===== config.mk =====
export PLATFORM = sky130hd
export DESIGN_NAME = spart_rx
export DESIGN_NICKNAME = d
export VERILOG_FILES = /design/src/rtl/spart_rx.sv
export SDC_FILE = /design/constraint.sdc
export NUM_CORES = 1
export LEC_CHECK = 0
export BUFFER_PORTS_ARGS = -buffer_cell sky130_fd_sc_hd__buf_2
export CAP_MARGIN = 20
export CORE_ASPECT_RATIO = 1.4
export CORE_MARGIN = 5
export CORE_UTILIZATION = 55
export DETAILED_ROUTE_END_ITERATION = 7
export GPL_ROUTABILITY_DRIVEN = 0
export GPL_TIMING_DRIVEN = 0
export HOLD_SLACK_MARGIN = 0.06
export PLACE_DENSITY = 0.77
export SLEW_MARGIN = 20
export SYNTH_ARGS = -nofsm -noshare
export SYNTH_HDL_FRONTEND = slang
export SYNTH_SLANG_ARGS = --single-unit

===== constraint.sdc =====
create_clock -name clk -period 1.85 [get_ports clk]
set_clock_uncertainty 0.2 [all_clocks]
set_input_delay 0.185 -clock clk [delete_from_list [all_inputs] [get_ports clk]]
set_output_delay 0.185 -clock clk [all_outputs]
set_load 0.01 [all_outputs]

===== src/rtl/spart_rx.sv =====
// SPART receive engine: 16x-oversampled 8N1 deserialiser with one-byte holding register and sticky status.
// Optional even-parity frame format is enabled with the SPART_RX_PARITY_EN macro.
module spart_rx #(
    parameter int OVERSAMPLE = 16,
    parameter int DATA_BITS  = 8
) (
    input  logic                 clk,
    input  logic                 rst,
    input  logic                 rx_baud_en,
    input  logic                 rxd,
    input  logic                 rd_ack,
    output logic [DATA_BITS-1:0] rx_data,
    output logic                 rda,
    output logic                 frame_err,
    output logic                 overrun,
    output logic                 parity_err
);

    localparam int TICK_W = $clog2(OVERSAMPLE);
    localparam int BIT_W  = (DATA_BITS > 1) ? $clog2(DATA_BITS) : 1;

`ifdef SPART_RX_PARITY_EN
    typedef enum logic [2:0] {IDLE, START, DATA, PARITY, STOP} state_e;
    localparam state_e AFTER_DATA = PARITY;
`else
    typedef enum logic [2:0] {IDLE, START, DATA, STOP} state_e;
    localparam state_e AFTER_DATA = STOP;
`endif

    state_e                 state_q;
    logic                   rxd_meta_q, rxd_s_q;
    logic [TICK_W-1:0]      tick_cnt_q, tick_cnt_d;
    logic [BIT_W-1:0]       bit_idx_q;
    logic [DATA_BITS-1:0]   shreg_q, rx_data_q;
    logic                   rda_q, frame_err_q, overrun_q;
    logic                   mid_start, mid_bit;

    // NOTE: every variable assigned in always_comb gets a default first, so no latch is inferred.
    always_comb begin
        tick_cnt_d = tick_cnt_q;
        if (rx_baud_en) begin
            tick_cnt_d = tick_cnt_q + TICK_W'(1);
        end
    end

    assign mid_start = rx_baud_en && (tick_cnt_q == TICK_W'(OVERSAMPLE / 2 - 1));
    assign mid_bit   = rx_baud_en && (tick_cnt_q == TICK_W'(OVERSAMPLE - 1));

`ifdef SPART_RX_PARITY_EN
    logic parity_bit_q, parity_err_q;
    assign parity_err = parity_err_q;
`else
    assign parity_err = 1'b0;
`endif

    // NOTE: sequential state uses non-blocking assignments only; later assignments in this block override earlier ones.
    always_ff @(posedge clk) begin
        if (rst) begin
            state_q     <= IDLE;
            rxd_meta_q  <= 1'b1;
            rxd_s_q     <= 1'b1;
            tick_cnt_q  <= '0;
            bit_idx_q   <= '0;
            shreg_q     <= '0;
            rx_data_q   <= '0;
            rda_q       <= 1'b0;
            frame_err_q <= 1'b0;
            overrun_q   <= 1'b0;
`ifdef SPART_RX_PARITY_EN
            parity_bit_q <= 1'b0;
            parity_err_q <= 1'b0;
`endif
        end else begin
            rxd_meta_q <= rxd;
            rxd_s_q    <= rxd_meta_q;
            tick_cnt_q <= tick_cnt_d;

            if (rd_ack) begin
                rda_q       <= 1'b0;
                overrun_q   <= 1'b0;
                frame_err_q <= 1'b0;
`ifdef SPART_RX_PARITY_EN
                parity_err_q <= 1'b0;
`endif
            end

            case (state_q)
                IDLE: begin
                    if (!rxd_s_q) begin
                        state_q    <= START;
                        tick_cnt_q <= '0;
                    end
                end
                START: begin
                    // A line that is high again at mid start bit was a glitch.
                    if (mid_start) begin
                        if (rxd_s_q) begin
                            state_q <= IDLE;
                        end else begin
                            tick_cnt_q <= '0;
                            bit_idx_q  <= '0;
                            state_q    <= DATA;
                        end
                    end
                end
                DATA: begin
                    if (mid_bit) begin
                        shreg_q   <= {rxd_s_q, shreg_q[DATA_BITS-1:1]};
                        bit_idx_q <= bit_idx_q + BIT_W'(1);
                        if (bit_idx_q == BIT_W'(DATA_BITS - 1)) begin
                            state_q <= AFTER_DATA;
                        end
                    end
                end
`ifdef SPART_RX_PARITY_EN
                PARITY: begin
                    if (mid_bit) begin
                        parity_bit_q <= rxd_s_q;
                        state_q      <= STOP;
                    end
                end
`endif
                STOP: begin
                    // Completion wins over a simultaneous rd_ack; the ack still consumes the old byte.
                    if (mid_bit) begin
                        rx_data_q   <= shreg_q;
                        rda_q       <= 1'b1;
                        frame_err_q <= ~rxd_s_q;
                        overrun_q   <= ~rd_ack & (overrun_q | rda_q);
`ifdef SPART_RX_PARITY_EN
                        parity_err_q <= ^{shreg_q, parity_bit_q};
`endif
                        state_q     <= IDLE;
                    end
                end
                default: state_q <= IDLE;
            endcase
        end
    end

    assign rx_data   = rx_data_q;
    assign rda       = rda_q;
    assign frame_err = frame_err_q;
    assign overrun   = overrun_q;

endmodule


# == Word-level counts from Yosys, hierarchy flattened ==
# Cells that the tools add are included.
# totals
output_inout_bits,12
wordCells,60
reg_bits,31
inputBits,5
# classes
n_eq_ne,12
n_bitwise,4
mux,24
reduce_logical,8
n_addsub,2
# op_table
op,n
3-bit 2-to-1 mux,8
4-bit 2-to-1 mux,3
"2-bit inequality test, second input constant",6
3-bit one-hot mux with 4 select lines,1
1-bit 2-to-1 mux,9
4-bit one-hot mux with 2 select lines,1
"3-bit by 2-bit equality test with 1-bit output, second input constant",2
3-bit one-hot mux with 2 select lines,1
5-bit AND reduction,1
"4-bit by 1-bit adder with 4-bit output, second input constant",1
"4-bit by 3-bit equality test with 1-bit output, second input constant",1
"4-bit equality test, second input constant",1
2-bit AND reduction,2
4-bit AND reduction,1
"3-bit by 1-bit adder with 3-bit output, second input constant",1
"3-bit by 1-bit equality test with 1-bit output, second input constant",1
"3-bit equality test, second input constant",1
3-bit logical NOT,1
1-bit logical AND,2
2-bit 2-to-1 mux,1
1-bit inverter,2
2-bit nonzero test,1
1-bit AND,1
1-bit OR,1

# == Longest topological paths before layout ==
# Gate-level depths: netlist of run 1.
# depth
ltp_word,5
ltp_mapped,5
mapped_depth_nobuf,5

# == Worst setup path before layout of run 1 ==
# No wires, ideal clock.
# synth_path
path_type,reg2reg
from,reg tick_cnt_q[0]
to,reg bit_idx_q[0]
required_time_ns,1.563
period_less_slack_ns,1.650
setup_ns,0.087
arrival_time_ns,1.363
path_buffers,1
stages_incl_launch_ff,6
path_slack_ns,0.200
cell_sequence,dfxtp_1 > ha_1 > nand4_1 > buf_2 > or4_1 > o31ai_1
# synth_via
elab_chain_cells,4
elab_cells_between_ends,7
cone_classes,4 x eq/ne; 3 x reduce/logical
# synth_lines
item,line,source
from (decl),32,"logic [TICK_W-1:0] tick_cnt_q, tick_cnt_d;"
from (signal assigned),76,tick_cnt_q <= tick_cnt_d;
4-bit equality test / 4-bit by 3-bit equality test with 1-bit output (equally long branches),"47, 46",
"1-bit logical AND, on equally long branches","47, 46",
2-bit inequality test (no line),-,
4-bit AND reduction (no line) (*),-,
to (signal assigned),109,bit_idx_q <= bit_idx_q + BIT_W'(1);
to (decl),33,logic [BIT_W-1:0] bit_idx_q;
# Mark *: on every way between the ends. The rest lies on a longest branch, timed or not.
# A chain may end at the register's enable or synchronous reset.

# == Worst setup path in the final report of run 1 ==
# Same ends and word-level chain as after synthesis.

==> flow_summary.ini, run 1 <==
[power_and_ir_drop]
irDropWorstVdd_mv = 0.7090
power_mw = 1.241
powerDensity_mw_per_mm2 = 821.5
p_leak_nw = 0.5748

[critical_path]
r2r-start = tick_cnt_q[0]$_SDFF_PP0_
startpoint_type = flip-flop
cp-startpoint = tick_cnt_q[0]$_SDFF_PP0_
cp_data_required_time_ns = 1.91
crit_path_max_fanout = 10
cp-end-kind = flip-flop
crit_type = flip-flop to flip-flop
critPathArrivalTime_ns = 1.81

[sta]
slew_violations = 0
hold_viol = 0
rsz0062_at_grt = no
clock.fmax_mhz = 569.0
fin_crit_sh_pct = 95.00
min_period_ns = 1.757
hold_slack_ns = 0.2294
fin_ws_ns = 0.09258
finalSetupViolCount = 0
setup_tns_ns = 0

[placed_design]
dp_slack_ns = 0.07112
port-buffer-count = 14
dpl-instance-area_mm2 = 0.001380
hpwl_um = 1922
post-place-cells = 185

[global_routing]
grt_max_degree = 11
grt_pass1_wl_um = 4836
antenna_found_initial = 0
grt_overflow_total = 0
grt_pass1_vias = 1181
grt_usage_pct = 18.55

[cells_and_area]
area_delta_synth_final_pct = 17.76
final_common_cell = dfxtp_1
final_util_pct = 68.58
final_cell_area_mm2 = 0.001510
fillers = 194
diodes = 0
finalNonFillerCells = 197
layout_common_cells = dfxtp_1 (30), a21oi_1 (20), buf_2 (18), nand3_1 (18), o21ai_0 (18)
nets = 182
drive_gt1_share_pct = 19.43

[logic_synthesis]
synth_xor_area_share_pct = 2.049
yosysWarnings = 0
postSynthCellCount = 149
synthAdderAreaFrac_pct = 2.927
synth_compound_area_share_pct = 19.71
async_reset_ff_share_pct = 0
syn-cell-area_mm2 = 0.001282
yosysSeqAreaShare_pct = 46.83
synth_mux_area_share_pct = 0.7805
synth_nets = 157
synth_enable_flop_cells = 0
yosys_register_bits = 30
synth_cell_types = 32
syn_area_per_cell_um2 = 8.607
synth_top_family_by_area = simple AND/OR/NAND/NOR gates
yosys.area_share.simple_pct = 21.37
synthFlopType = dfxtp_1

[floorplan]
die_area_mm2 = 0.003411
fp.dieW_um = 50.81
start_util_pct = 58.24
num_rows = 20
fp.dieH_um = 67.14
ios = 17
core_mm2 = 0.002202

[detailed_routing]
postRouteAntennaNets = 0
route.met2.wl_um = 1504
vias_per_cell = 6.005
drtPass1Iterations = 4
finalWirelength_um = 2783
route.met3.wl_um = 191
met1_length_um = 1025
drc_errors = 0
vias = 1183
drtIter0Drc = 55
wl_per_cell_um = 14.13
top_layer = met4

[clock_tree]
htreeDepth = 2
postCtsSetupBuffers = 0
cts_max_path_buffers = 2
cts_tree = built
clkSinkCount = 30
cts_buffers = 5
clk_latency_ns = 0.33
ctsRootBufferMaster = clkbuf_4
clkTransAtPathRegs_ns = 0.10

[run]
cap_viol_max_count = 0

[outcome]
status = complete, no violations

[worst_hold_path]
hp-start = rxd_meta_q$_SDFF_PP1_
hp-class = flip-flop to flip-flop
==> sequential cells by signal, summed over array words and instances, names as in the netlist <==
signal and flops:
rx_data 8, state_q 2, frame_err 1, rxd_s_q 1, tick_cnt_q 4, bit_idx_q 3
shreg_q 8, rda 1, rxd_meta_q 1, overrun 1
==> where the power goes <==
group | internal, mW | total, mW | switching (mW) | leakage, nW
combinational | 0.0326 | 0.0706 | 0.0379 | 0.287
clock | 0.280 | 0.508 | 0.228 | 0.0450
sequential | 0.655 | 0.662 | 0.00763 | 0.243
total | 0.967 | 1.24 | 0.274 | 0.575
==> area by class of cell <==
type / instances / area [µm²] / share of cell area, %
multi-input cells: 102 / 616.8 / 40.85
plain buffers: 13 / 62.56 / 4.142
clock inverters: 3 / 40.04 / 2.651
well taps: 22 / 27.53 / 1.823
flip-flops and latches: 30 / 600.6 / 39.77
clock buffers: 5 / 37.54 / 2.485
inverters: 4 / 15.01 / 0.9942
repair buffers: 18 / 110.1 / 7.291
==> what timing repair did <==
item,4_1_cts,5_1_grt
setup endpoints to repair,0,1
endpoints found under the hold margin,8,0
gates resized for setup,0,2
hold buffers,4,0
==> cells by family after synthesis <==
kind of cell / after synthesis
AND/OR/NAND/NOR: 48
AO/OA/AOI/OAI: 46
flip-flops: 30
buffers and inverters: 17
adder cells (fa/ha/maj): 3
XOR/XNOR: 3
other: 1
multiplexers: 1
==> per-layer routing <==
metal / global-route usage [%] / vias to the layer above
li1: - / 586
met5: 0 / -
met3: 6.623 / 7
met2: 33.85 / 37
met4: 11.82 / 0
met1: 16.85 / 553
==> cell usage after synthesis, drive strengths merged, types with 3 or more instances <==
library cell   n  area share [%]
ha             3             2.9
o21ai         18             7.0
nor3           6             2.3
inv            4             1.2
a21oi         20             7.8
nand4b         3             2.0
nand2          3            0.88
clkbuf         7             2.1
dfxtp         30              47
buf            6             2.7
nand3         18             7.0
or2            3             1.5
nor2b          4             2.0
==> critical path, stage by stage (launching register included) <==
cell and delay, ns:
dfxtp_1 0.42, ha_4 0.19, nand4_1 0.12, buf_2 0.21, or4_1 0.48, o31ai_1 0.07
==> path summary, 6_finish.rpt <==
path	endpoint	slack (ns)	cells past startpoint
setup / recovery	bit_idx_q[0]$_SDFFE_PP0P_	0.09	5
hold / removal	rxd_s_q$_SDFF_PP1_	0.23	1
setup reg to reg	bit_idx_q[0]$_SDFFE_PP0P_	0.09	5
hold reg to reg	rxd_s_q$_SDFF_PP1_	0.23	1
(Power assumes the default switching activity.)
==> run 2: changes to the inputs <==
--- a/config.mk
+++ b/config.mk
@@ -9,12 +9,12 @@
 export CAP_MARGIN = 20
 export CORE_ASPECT_RATIO = 1.4
 export CORE_MARGIN = 5
-export CORE_UTILIZATION = 55
+export CORE_UTILIZATION = 42
+export CTS_CLUSTER_SIZE = 20
 export DETAILED_ROUTE_END_ITERATION = 7
 export GPL_ROUTABILITY_DRIVEN = 0
 export GPL_TIMING_DRIVEN = 0
 export HOLD_SLACK_MARGIN = 0.06
-export PLACE_DENSITY = 0.77
 export SLEW_MARGIN = 20
 export SYNTH_ARGS = -nofsm -noshare
 export SYNTH_HDL_FRONTEND = slang
==> run 2 against run 1 <==
Net effect: worst setup slack improved by 0.019 ns; critical path depth is 1 higher; non-clock buffer count did not move; hold slack got worse by 0.019 ns; fmax increased by 1.1%; global-route usage fell by 3.1 points.
==> flow_summary.ini, run 2 (synthesis gave the netlist of run 1 again) <==
[detailed_routing]
vias_per_cell = 5.415
drc_errors = 0
postRouteAntennaNets = 0
drtPass1Iterations = 6
wl_per_cell_um = 13.55
finalWirelength_um = 2873
vias = 1148
drtIter0Drc = 35

[critical_path]
r2r_cells = 5
slowest_delay_ns = 0.52
crit_family = buffers and inverters
cp_data_required_time_ns = 1.85
r2r-start = tick_cnt_q[1]$_SDFF_PP0_
crit_buf_inv = 3
cp-end-kind = flip-flop
crit_path_max_fanout = 10
crit_type = input pin to flip-flop
r2r_slack_ns = 0.12
reg2reg_to = bit_idx_q[0]$_SDFFE_PP0P_
cp_cell_sequence = dlygate4sd3_1 -> buf_4 -> nand4_1 -> buf_2 -> or4_1 -> o31ai_1
critPathSlowestCell = dlygate4sd3_1
critPathArrivalTime_ns = 1.74
startpoint_type = input pin
cp-startpoint = rx_baud_en

[placed_design]
post-place-cells = 200
port-buffer-count = 14
hpwl_um = 2069
dpl-instance-area_mm2 = 0.001399

[floorplan]
num_rows = 23
fp.dieW_um = 56.70
die_area_mm2 = 0.004274
fp.dieH_um = 75.39
core_mm2 = 0.002907
ios = 17
start_util_pct = 44.12

[clock_tree]
clk_latency_ns = 0.28
ctsRootBufferMaster = clkbuf_8
htreeDepth = 2
cts_max_path_buffers = 2
cts_tree = built
clkSinkCount = 30
clkTransAtPathRegs_ns = 0.06
cts_buffers = 5

[power_and_ir_drop]
p_leak_nw = 0.5784
powerDensity_mw_per_mm2 = 821.4
irDropWorstVdd_mv = 0.6488
power_mw = 1.268

[global_routing]
grt_pass1_vias = 1130
grt_pass1_wl_um = 4995
grt_overflow_total = 0
antenna_found_initial = 0
grt_usage_pct = 15.48
grt_max_degree = 11

[sta]
setup_tns_ns = 0
clock.fmax_mhz = 575.2
min_period_ns = 1.739
fin_crit_sh_pct = 93.98
hold_slack_ns = 0.2100
rsz0062_at_grt = no
slew_violations = 0
hold_viol = 0
finalSetupViolCount = 0

[worst_hold_path]
min_delay_path_depth = 1
hp-start = rxd_meta_q$_SDFF_PP1_
hp-class = flip-flop to flip-flop
min_to = rxd_s_q$_SDFF_PP1_

[cells_and_area]
nets = 182
finalNonFillerCells = 212
fillers = 292
final_cell_area_mm2 = 0.001544
layout_common_cells = dfxtp_1 (29), a21oi_1 (20), buf_2 (18), nand3_1 (18), o21ai_0 (18)
diodes = 0
regArea_um2 = 601.8
drive_gt1_share_pct = 19.43
final_common_cell = dfxtp_1
multi_input_area_um2 = 616.8
area_delta_synth_final_pct = 20.39

[outcome]
status = complete, no violations

[run]
cap_viol_max_count = 0
## run 2: changes by cell type in the layout (fill, tap and decap cells not counted), sizes merged
cell / change
clkbuf: +2
bufinv: -1
clkinv: -1
## run 2: timing repair
item	in CTS	in global routing
gates resized for setup	0	3
hold endpoints to repair	7	0
hold buffers	4	0
endpoints found under the setup margin	0	1
buffers inserted	0	0
## run 2: routing by layer
| metal | vias to the layer above | track usage, % | share of wire, % |
|---|---|---|---|
| met4 | 0 | 9.499 | 2.6 |
| met2 | 17 | 28.02 | 54 |
| met5 | - | 0 | 0 |
| li1 | 582 | - | - |
| met1 | 543 | 15.73 | 39 |
| met3 | 6 | 4.576 | 4.1 |
## run 2: worst max path at each step
| stage | cells after the start | endpoint |
|---|---|---|
| 2_1_floorplan | 5 | bit_idx_q[0]$_SDFFE_PP0P_ |
| 3_3_place_gp | 5 | bit_idx_q[0]$_SDFFE_PP0P_ |
| 3_5_place_dp | 5 | bit_idx_q[0]$_SDFFE_PP0P_ |
| 4_1_cts | 5 | bit_idx_q[0]$_SDFFE_PP0P_ |
| 5_1_grt | 6 | bit_idx_q[0]$_SDFFE_PP0P_ |
| 6_report | 6 | bit_idx_q[0]$_SDFFE_PP0P_ |
## run 2: per-stage QoR
step | utilization, % | setup WS [ns]
5_1_grt | 53.12 | 0.02276
4_1_cts | 52.65 | 0.02579
3_5_place_dp | 48.13 | 0.04966
3_3_place_gp | 48.13 | 0.06973
2_1_floorplan | - | 0.2002
6_report | 53.12 | 0.1113
## run 2: layout make-up
type                    instances  share of cell area (%)
repair buffers                 18                   7.131
plain buffers                  13                   4.052
well taps                      37                   2.998
multi-input cells             102                   39.95
flip-flops and latches         30                   38.98
clock buffers                   7                   5.592
inverters                       4                  0.9724
clock inverters                 1                  0.3241
## run 2: worst register-to-register path: stages (launching register included)
cell,delay (ns)
dfxtp_1,0.39
ha_4,0.18
nand4_1,0.12
buf_2,0.21
or4_1,0.47
o31ai_1,0.07
## run 2: power breakdown
| group | internal (mW) | switching (mW) |
|---|---|---|
| Combinational | 0.0327 | 0.0357 |
| Sequential | 0.656 | 0.00755 |
| Clock | 0.299 | 0.237 |
